[src/rtl/step_move_sched_pkg.sv]
// step_move_sched_pkg -- shared FSM encoding, idle dwell code and step-count width
// Rev 1.0
`default_nettype none

package step_move_sched_pkg;

  typedef enum logic [1:0] {
    IDLE   = 2'd0,
    LOAD   = 2'd1,
    RUN    = 2'd2,
    FINISH = 2'd3
  } state_t;

  localparam logic [3:0] c_idle_dwell = 4'hF;
  localparam int         c_step_w     = 16;

endpackage

`default_nettype wire

[src/rtl/step_stall_wdt.sv]
// step_stall_wdt -- 1 ms timebase plus stall watchdog, restarted by every step event
// Rev 1.0
`default_nettype none

module step_stall_wdt #(
  parameter logic [15:0] T1MS     = 16'd49999,
  parameter logic [7:0]  STALL_MS = 8'd100
) (
  input  logic clk,
  input  logic rst,
  input  logic i_run,
  input  logic i_step,
  output logic o_stall
);

  logic [15:0] r_cyc;
  logic [7:0]  r_ms;
  logic        w_tick;

  assign w_tick  = (r_cyc == T1MS);
  // The ms tick that completes the STALL_MS-th idle millisecond raises the fault.
  assign o_stall = i_run && !i_step && w_tick && (r_ms == (STALL_MS - 8'd1));

  always_ff @(posedge clk or posedge rst) begin
    if (rst) begin
      r_cyc <= 16'd0;
      r_ms  <= 8'd0;
    end else if (!i_run || i_step) begin
      r_cyc <= 16'd0;
      r_ms  <= 8'd0;
    end else if (w_tick) begin
      r_cyc <= 16'd0;
      r_ms  <= r_ms + 8'd1;
    end else begin
      r_cyc <= r_cyc + 16'd1;
    end
  end

endmodule

`default_nettype wire

[src/rtl/step_move_sched.sv]
// step_move_sched -- stepper move scheduler: command capture, step counting, abort/stall fault
// Optional macro RAMP_EN adds an accel/decel dwell ramp. Rev 1.0
`default_nettype none

module step_move_sched
  import step_move_sched_pkg::*;
#(
  parameter logic [15:0] T1MS     = 16'd49999,
  parameter logic [7:0]  STALL_MS = 8'd100
) (
  input  logic                clk,
  input  logic                rst,
  input  logic                cmd_valid,
  output logic                cmd_ready,
  input  logic                cmd_dir,
  input  logic [c_step_w-1:0] cmd_steps,
  input  logic [3:0]          cmd_speed,
  input  logic                abort,
  input  logic [3:0]          phase_in,
  output logic                drv_start,
  output logic                drv_dir,
  output logic [3:0]          drv_speed,
  output logic                busy,
  output logic                done,
  output logic                fault,
  output logic [c_step_w-1:0] steps_left
);

  state_t              r_state;
  state_t              w_state_nxt;
  logic [3:0]          r_prev_phase;
  logic [3:0]          r_speed;
  logic [3:0]          r_drv_speed;
  logic                r_drv_start;
  logic                r_drv_dir;
  logic                r_fault;
  logic [c_step_w-1:0] r_steps_left;
  logic                w_run;
  logic                w_step;
  logic                w_stall;
  logic                w_final;
  logic                w_accept;

  assign w_run    = (r_state == RUN);
  assign w_step   = (phase_in != r_prev_phase) && (phase_in != 4'b0000);
  assign w_accept = cmd_valid && (r_state == IDLE);
  // Leave RUN on the edge of the last step so drv_start drops the following cycle.
  assign w_final  = (r_steps_left == '0) || (w_step && (r_steps_left == c_step_w'(1)));

  step_stall_wdt #(
    .T1MS     (T1MS),
    .STALL_MS (STALL_MS)
  ) u_wdt (
    .clk     (clk),
    .rst     (rst),
    .i_run   (w_run),
    .i_step  (w_step),
    .o_stall (w_stall)
  );

  always_comb begin
    w_state_nxt = r_state;
    case (r_state)
      IDLE:    if (cmd_valid) w_state_nxt = LOAD;
      LOAD:    w_state_nxt = (r_steps_left != '0) ? RUN : FINISH;
      RUN:     if (abort || w_stall || w_final) w_state_nxt = FINISH;
      FINISH:  w_state_nxt = IDLE;
      default: w_state_nxt = IDLE;
    endcase
  end

  always_ff @(posedge clk or posedge rst) begin
    if (rst) begin
      r_state      <= IDLE;
      r_prev_phase <= 4'b0000;
      r_speed      <= c_idle_dwell;
      r_drv_speed  <= c_idle_dwell;
      r_drv_start  <= 1'b0;
      r_drv_dir    <= 1'b0;
      r_fault      <= 1'b0;
      r_steps_left <= '0;
    end else begin
      r_state      <= w_state_nxt;
      r_prev_phase <= phase_in;
      r_drv_start  <= (w_state_nxt == RUN);
      if (w_accept) begin
        r_drv_dir    <= cmd_dir;
        r_speed      <= cmd_speed;
        r_steps_left <= cmd_steps;
        r_fault      <= 1'b0;
      end
      // Abort wins over a coincident final step: the count is left untouched.
      if (w_run) begin
        if (abort || w_stall) begin
          r_fault <= 1'b1;
        end else if (w_step && (r_steps_left != '0)) begin
          r_steps_left <= r_steps_left - c_step_w'(1);
        end
      end
`ifdef RAMP_EN
      if (w_state_nxt != RUN) begin
        r_drv_speed <= c_idle_dwell;
      end else if (w_run && w_step) begin
        if (r_steps_left <= c_step_w'(c_idle_dwell - r_drv_speed)) begin
          if (r_drv_speed != c_idle_dwell) r_drv_speed <= r_drv_speed + 4'd1;
        end else if (r_drv_speed > r_speed) begin
          r_drv_speed <= r_drv_speed - 4'd1;
        end
      end
`else
      r_drv_speed <= (w_state_nxt == RUN) ? r_speed : c_idle_dwell;
`endif
    end
  end

  assign cmd_ready  = (r_state == IDLE);
  assign busy       = (r_state != IDLE);
  assign done       = (r_state == FINISH);
  assign drv_start  = r_drv_start;
  assign drv_dir    = r_drv_dir;
  assign drv_speed  = r_drv_speed;
  assign fault      = r_fault;
  assign steps_left = r_steps_left;

endmodule

`default_nettype wire

[config.mk]
export PLATFORM = sky130hd
export DESIGN_NAME = step_move_sched
export DESIGN_NICKNAME = d
export VERILOG_FILES = /design/src/rtl/step_move_sched_pkg.sv /design/src/rtl/step_stall_wdt.sv /design/src/rtl/step_move_sched.sv
export SDC_FILE = /design/constraint.sdc
export NUM_CORES = 1
export LEC_CHECK = 0
export CORE_ASPECT_RATIO = 2
export CORE_UTILIZATION = 37
export CTS_BUF_LIST = sky130_fd_sc_hd__clkbuf_4
export DETAILED_ROUTE_END_ITERATION = 16
export GPL_TIMING_DRIVEN = 0
export PLACE_DENSITY_LB_ADDON = 0.25
export SETUP_SLACK_MARGIN = 0.02
export SYNTH_ARGS = -nofsm -noshare
export SYNTH_HDL_FRONTEND = slang
export SYNTH_SLANG_ARGS = --single-unit
[constraint.sdc]
create_clock -name clk -period 2.9 [get_ports clk]
set_clock_uncertainty 0.05 [all_clocks]
set_input_delay 0.58 -clock clk [delete_from_list [all_inputs] [get_ports clk]]
set_output_delay 0.58 -clock clk [all_outputs]
set_load 0.01 [all_outputs]
==> summary.txt, run 1 <==
Run status = finished, final reports clean
Inserted Clock Buffers = 9
Post-CTS Repair Setup Buffers = 0
Net count of the mapped netlist = 348
Die area = 8730 sq um
Least setup slack across all paths after layout = 0.305 ns
Required time of the critical path = 3.13 ns
Top area cells in the synthesized netlist = dfrtp_1 (40%), nand3_1 (8.3%), dfstp_2 (6.8%)
Detailed-routing iteration count for the pre-antenna-repair pass = 4
Flip-flop and latch count after synthesis = 57
Top cell type's share of synthesized area = 39.7%
Count of routing violations after the opening detailed-route iteration = 127
Worst Setup Start Kind = input pin
YS warnings = 0
WP data arrival = 2.82 ns
Hold WC Path Type = reg -> reg
Top-Level Pins = 55
Net count reported at finish = 414
Cell area after synthesis = 3090 sq um
Final std cells w/o fill = 479
Effective utilization at floorplan = 38.6%
Number of cells upsized or downsized after cts = 0
Most common cell in the netlist = nand3_1
Lkg Pwr = 1.66 nW
P&R area growth vs syn = 28.1%
DP Worst Slack = -0.124 ns
Half-perimeter wire length of the detailed placement result = 5640 um
Antenna violations before repair = 1
Final std cell area, no fill = 3950 sq um
Quantity of I/O buffers inserted on ports = 54
Total Routed Length = 7480 um
Standard cell core area = 8000 sq um
Post-synth top cells = nand3_1 (51), dfrtp_1 (49), nand2_1 (36)
Fraction of the yosys area taken by sequential cells = 46.6%
Fraction of final layout cells with drive strength greater than 1 = 15.2%
Combinational group share of total power = 39.8%
Synthesized area divided by synthesized cell count = 9.92 sq um
Top_reg_cell synth = dfrtp_1
Worst-Skew Late Latency = 0.41 ns
Die Y-Extent = 131 um
Min Tclk post-route = 2.59 ns
Count of maximum capacitance violations = 0
Final-report max-slew violation count = 0
Achievable clock frequency = 385 MHz
Maximum number of pins on one net before global-route repair = 37
Cell area power density = 835 nW/um^2
Most area-hungry cell type in the Yosys netlist = dfrtp_1
Switching power summed over all nets = 0.00120 W
Chip Width = 66.6 um
Sw Share = 36.3%
Number of sinks on the clock net = 57
Via Count = 2,608
Final sum of negative setup slack = 0 ns
Worst setup path class = in -> reg
Slew at the pin closest to its max-slew limit = 0.558 ns
Int Power = 0.00210 W
Drt drc = 0
Buffer depth of the longest clock path = 2
Wire length of the first global-routing pass = 12,600 um
Cell at the root of the clock tree = clkbuf_4
Largest vdd supply drop = 0.000503 V
Number of standard cells after synthesis = 311
Gpl congestion = 0.842
Routed len/inst = 15.6 um
Setup crit end kind = flip-flop
# rows = 46
CTS hold repair buffers = 0
Async set or reset register ratio after synthesis = 100%
Register share of total power = 37.5%
Count of distinct cell types in the synthesized netlist = 52
TritonCTS clock tree = built
Combined global-route utilization of all metal layers = 19.0%
Number of hold-slack violations in the final timing report = 0
Antenna viol nets, final = 0
Relative slew slack = 62.7%
Fill cell count = 739
Clock share of power = 22.7%
Setup violation total in the final timing report = 0
CTS HTree Levels = 3
Number of enable-type register cells in the synthesized netlist = 0
Setup repair after global routing missed its margin = no
Maximum fanout encountered on the critical timing path = 10
Remaining global-route overflow = 0
Instance count after placement with tap cells included = 462
Number of global-route vias before repair = 2,692
DP Area = 3770 sq um
Share of the cycle needed by the critical path after routing = 89.5%
Clock slew seen by the registers of the worst setup and hold paths = 0.09 ns
Via density per instance = 5.44
-- cells in the final DEF, fill, tap and decap left out, types with 2 or more instances in the layout --
cell type	count
a21oi_1	4
and2_1	2
and3_1	7
buf_12	2
buf_2	2
buf_6	5
bufinv_16	3
clkbuf_1	4
clkbuf_4	10
clkdlybuf4s50_1	54
dfrtp_1	49
dfstp_2	8
ha_1	8
inv_1	6
inv_2	2
nand2_1	36
nand3_1	51
nand3b_1	9
nand4_1	16
nor2_1	23
nor2_2	2
nor2_4	8
nor2b_1	2
nor3_1	4
nor3b_2	2
nor4_2	2
o21ai_0	3
or3_1	6
xnor2_1	5
xor2_1	19
-- cell type report --
class / instances / area [sq um] / share of cell area (%)
multi-input cells: 234 / 1520 / 38.4
flip-flops and latches: 57 / 1440 / 36.4
repair buffers: 55 / 561 / 14.2
well taps: 96 / 120 / 3.04
clock inverters: 6 / 108 / 2.72
plain buffers: 12 / 101 / 2.56
clock buffers: 10 / 75.1 / 1.90
inverters: 8 / 30.0 / 0.760
diodes: 1 / 2.50 / 0.0633
-- kinds of logic after synthesis --
| logic type | after synthesis | synth area share [%] |
|---|---|---|
| buf+inv | 20 | 4.26 |
| simple gates | 184 | 34.2 |
| xor+xnor | 24 | 6.81 |
| fa+ha+maj | 8 | 3.24 |
| flops | 57 | 46.6 |
| mux | 1 | 0.324 |
| compound gates | 17 | 4.62 |
-- critical path, stage by stage --
cell and delay, ns:
clkdlybuf4s50_1 0.51, xor2_1 0.25, o41ai_4 0.16, nor3b_2 0.52
nand2_2 0.24, buf_6 0.22, buf_6 0.14, nand3_1 0.09
nand4_1 0.09
-- flip-flops by register name, indices dropped and copies added, names as in the netlist --
| signal | cells |
|---|---|
| drv_speed | 4 |
| u_wdt.r_ms | 8 |
| steps_left | 16 |
| r_prev_phase | 4 |
| u_wdt.r_cyc | 16 |
| fault | 1 |
| drv_start | 1 |
| r_speed | 4 |
| drv_dir | 1 |
| r_state | 2 |
-- power groups by stage --
stage | logic (W) | clock network, W | registers [W]
6_report | 0.00131 | 0.000748 | 0.00124
5_1_grt | 0.00144 | 0.000792 | 0.00127
4_1_cts | 0.00133 | 0.000768 | 0.00123
3_5_place_dp | 0.00132 | 0 | 0.00124
3_3_place_gp | 0.00129 | 0 | 0.00124
2_1_floorplan | 0.000694 | 0 | 0.00126
-- final timing paths --
check	start	end	slack, ns	cells past startpoint
worst max-delay path	phase_in[1]	steps_left[11]$_DFF_PP0_	0.31	9
worst min-delay path	r_speed[0]$_DFFE_PP1P_	r_speed[0]$_DFFE_PP1P_	0.41	2
worst max register to register	steps_left[0]$_DFF_PP0_	steps_left[11]$_DFF_PP0_	0.39	11
worst min register to register	r_speed[0]$_DFFE_PP1P_	r_speed[0]$_DFFE_PP1P_	0.41	2
max in group asynchronous	rst	drv_speed[3]$_DFF_PP1_	1.73	3
min in group asynchronous	rst	u_wdt.r_cyc[8]$_DFF_PP0_	0.45	2
-- stage by stage --
| stage | total power, W | hold WS (ns) | util (%) |
|---|---|---|---|
| 3_3_place_gp | 0.00254 | 0.395 | 46.8 |
| 6_report | 0.00330 | 0.409 | 49.4 |
| 3_5_place_dp | 0.00256 | 0.397 | 47.1 |
| 2_1_floorplan | 0.00196 | 0.386 | - |
| 4_1_cts | 0.00333 | 0.412 | 49.4 |
| 5_1_grt | 0.00350 | 0.435 | 49.4 |
-- metal layers --
metal  track usage (%)  wire [um]  vias to the layer above
li1                  -          -                     1228
met1              18.8       2680                     1288
met2              34.3       4280                       72
met3              3.82        257                       20
met4              11.6        266                        0
met5                 0          0                        -
Power figures use the tool's default switching activity.
==> inputs of run 2 (changes only) <==
--- a/config.mk
+++ b/config.mk
@@ -12,6 +12,7 @@
 export GPL_TIMING_DRIVEN = 0
 export PLACE_DENSITY_LB_ADDON = 0.25
 export SETUP_SLACK_MARGIN = 0.02
+export SKIP_LAST_GASP = 1
 export SYNTH_ARGS = -nofsm -noshare
 export SYNTH_HDL_FRONTEND = slang
 export SYNTH_SLANG_ARGS = --single-unit
==> results of run 2 <==
Final layout, timing and power as in run 1 (identical DEF).
==> inputs of run 3 (changes only) <==
--- a/config.mk
+++ b/config.mk
@@ -6,12 +6,14 @@
 export NUM_CORES = 1
 export LEC_CHECK = 0
 export CORE_ASPECT_RATIO = 2
+export CORE_MARGIN = 2
 export CORE_UTILIZATION = 37
 export CTS_BUF_LIST = sky130_fd_sc_hd__clkbuf_4
 export DETAILED_ROUTE_END_ITERATION = 16
+export DONT_BUFFER_PORTS = 1
 export GPL_TIMING_DRIVEN = 0
 export PLACE_DENSITY_LB_ADDON = 0.25
-export SETUP_SLACK_MARGIN = 0.02
+export SETUP_SLACK_MARGIN = 0.05
 export SKIP_LAST_GASP = 1
 export SYNTH_ARGS = -nofsm -noshare
 export SYNTH_HDL_FRONTEND = slang
==> summary.txt, run 3 (synthesis results as in run 1) <==
Run status = finished, final reports clean
Setup violation total in the final timing report = 0 (unchanged)
Count of routing violations after the opening detailed-route iteration = 86 (-32%)
Wire length of the first global-routing pass = 12,400 um (-1.4%)
Detailed-routing iteration count for the pre-antenna-repair pass = 5 (+1)
Number of cells upsized or downsized after cts = 0 (unchanged)
Worst-Skew Late Latency = 0.41 ns (about the same)
Largest vdd supply drop = 0.000456 V (-9.3%)
# rows = 47 (+2.2%)
Hold WC Path Type = in -> async
Routed len/inst = 17.0 um (+9.1%)
FF-to-FF Start = steps_left[0]$_DFF_PP0_
WP data arrival = 2.80 ns (-0.02 ns)
Antenna viol nets, final = 0 (unchanged)
Share of the cycle needed by the critical path after routing = 86.7% (-2.8 points)
TritonCTS clock tree = built
Half-perimeter wire length of the detailed placement result = 5560 um (-1.4%)
Standard cell core area = 8170 sq um (+2.2%)
Effective utilization at floorplan = 37.7% (-0.82 points)
Final std cell area, no fill = 3340 sq um (-15%)
Final sum of negative setup slack = 0 ns (unchanged)
CTS hold repair buffers = 0 (unchanged)
Maximum number of pins on one net before global-route repair = 37 (unchanged)
Instance count after placement with tap cells included = 410 (-11%)
Count of maximum capacitance violations = 0 (unchanged)
Number of hold-slack violations in the final timing report = 0 (unchanged)
DP Area = 3230 sq um (-14%)
Clock slew seen by the registers of the worst setup and hold paths = 0.11 ns (+0.02 ns)
Worst Setup Start Kind = flip-flop
Via Count = 2,364 (-9.4%)
Gpl congestion = 0.805 (-4.5%)
Inserted Clock Buffers = 9 (unchanged)
Quantity of I/O buffers inserted on ports = 0 (-100%)
Slew at the pin closest to its max-slew limit = 0.551 ns (-0.00638 ns)
Die area = 9130 sq um (+4.6%)
Crit path from = steps_left[0]$_DFF_PP0_
Net count reported at finish = 360 (-13%)
Cell area power density = 806 nW/um^2 (-3.5%)
Setup crit end kind = flip-flop
Via density per instance = 5.55 (+1.9%)
Chip Width = 68.6 um (+3.0%)
Worst r2r path cells = 11 (unchanged)
Cell at the root of the clock tree = clkbuf_4
Achievable clock frequency = 398 MHz (+3.2%)
Most common library cell in the layout ignoring fill and taps = nand3_1
CTS HTree Levels = 3 (unchanged)
Antenna Diode Count = 0 (-1)
Worst setup path class = reg -> reg
Maximum fanout encountered on the critical timing path = 10 (unchanged)
Min Tclk post-route = 2.51 ns (-0.0803 ns)
End point of the critical path = steps_left[13]$_DFF_PP0_
P&R area growth vs syn = 8.23%
Required time of the critical path = 3.18 ns (+0.05 ns)
Total Routed Length = 7260 um (-2.9%)
Number of global-route vias before repair = 2,481 (-7.8%)
Fraction of final layout cells with drive strength greater than 1 = 17.7% (+2.5 points)
Antenna violations before repair = 0 (-1)
Buffer depth of the longest clock path = 2 (unchanged)
Die Y-Extent = 133 um (+1.5%)
Drt drc = 0 (unchanged)
Top-Level Pins = 55 (unchanged)
Final-report max-slew violation count = 0 (unchanged)
Number of sinks on the clock net = 57 (unchanged)
Post-CTS Repair Setup Buffers = 0 (unchanged)
Worst reg2reg setup slack = 0.39 ns (about the same)
Commonest cells after routing, fill and taps aside = nand3_1 (51), dfrtp_1 (49), nand2_1 (36)
Lkg Pwr = 1.40 nW (-15%)
Reg2reg end = steps_left[13]$_DFF_PP0_
Setup repair after global routing missed its margin = no
Final core area utilization = 40.9% (-8.5 points)
Combined global-route utilization of all metal layers = 18.3% (-0.79 points)
Relative slew slack = 63.3% (+0.59 points)
Final std cells w/o fill = 426 (-11%)
Remaining global-route overflow = 0 (unchanged)
-- run 3: critical path, stage by stage, from the launching register on --
cell	delay, ns
dfrtp_1	0.51
inv_1	0.10
ha_1	0.15
nor2b_1	0.38
and3b_1	0.21
buf_2	0.17
nand3_1	0.12
nand2_2	0.19
buf_6	0.18
buf_6	0.15
nand3_1	0.09
nand4_1	0.13
-- run 3: how the worst min path moves through the flow --
stage,cells past startpoint,startpoint,end,slack [ns]
detailed placement,2,r_speed[2]$_DFFE_PP1P_,r_speed[2]$_DFFE_PP1P_,0.40
global placement,2,r_speed[2]$_DFFE_PP1P_,r_speed[2]$_DFFE_PP1P_,0.39
finish,1,rst,u_wdt.r_cyc[7]$_DFF_PP0_,0.02
floorplan,2,r_speed[0]$_DFFE_PP1P_,r_speed[0]$_DFFE_PP1P_,0.39
global route,1,rst,u_wdt.r_cyc[7]$_DFF_PP0_,0.02
CTS,1,rst,u_wdt.r_cyc[7]$_DFF_PP0_,0.009
-- run 3: stage by stage --
stage | setup slack [ns] | hold WS (ns) | total power [W]
CTS | 0.354 | 0.00919 | 0.00274
global placement | 0.201 | 0.395 | 0.00222
detailed placement | 0.410 | 0.396 | 0.00224
finish | 0.386 | 0.0212 | 0.00269
floorplan | 0.807 | 0.386 | 0.00196
global route | 0.0796 | 0.0164 | 0.00292
-- run 3: cell type report --
type	count	area [sq um]
timing repair buffer	1	20.0
clock buffer	10	75.1
fill	844	4830
multi-input combinational	234	1520
inverter	8	30.0
tap	98	123
sequential	57	1440
buffer	12	101
clock inverter	6	36.3
-- run 3: report_power, final --
part	switching [W]	total [W]	leakage (nW)	internal [W]
registers	0.000306	0.00132	0.726	0.00102
logic	0.000534	0.000887	0.623	0.000353
clock network	0.000304	0.000483	0.0558	0.000179
total	0.00114	0.00269	1.40	0.00155
-- run 3: layer usage --
metal | GRT usage (%) | vias to the layer above | part of all wire, %
li1 | - | 1114 | -
met1 | 19.7 | 1170 | 35
met2 | 31.4 | 68 | 58
met3 | 4.14 | 12 | 4.6
met4 | 9.89 | 0 | 2.1
met5 | 0 | - | 0
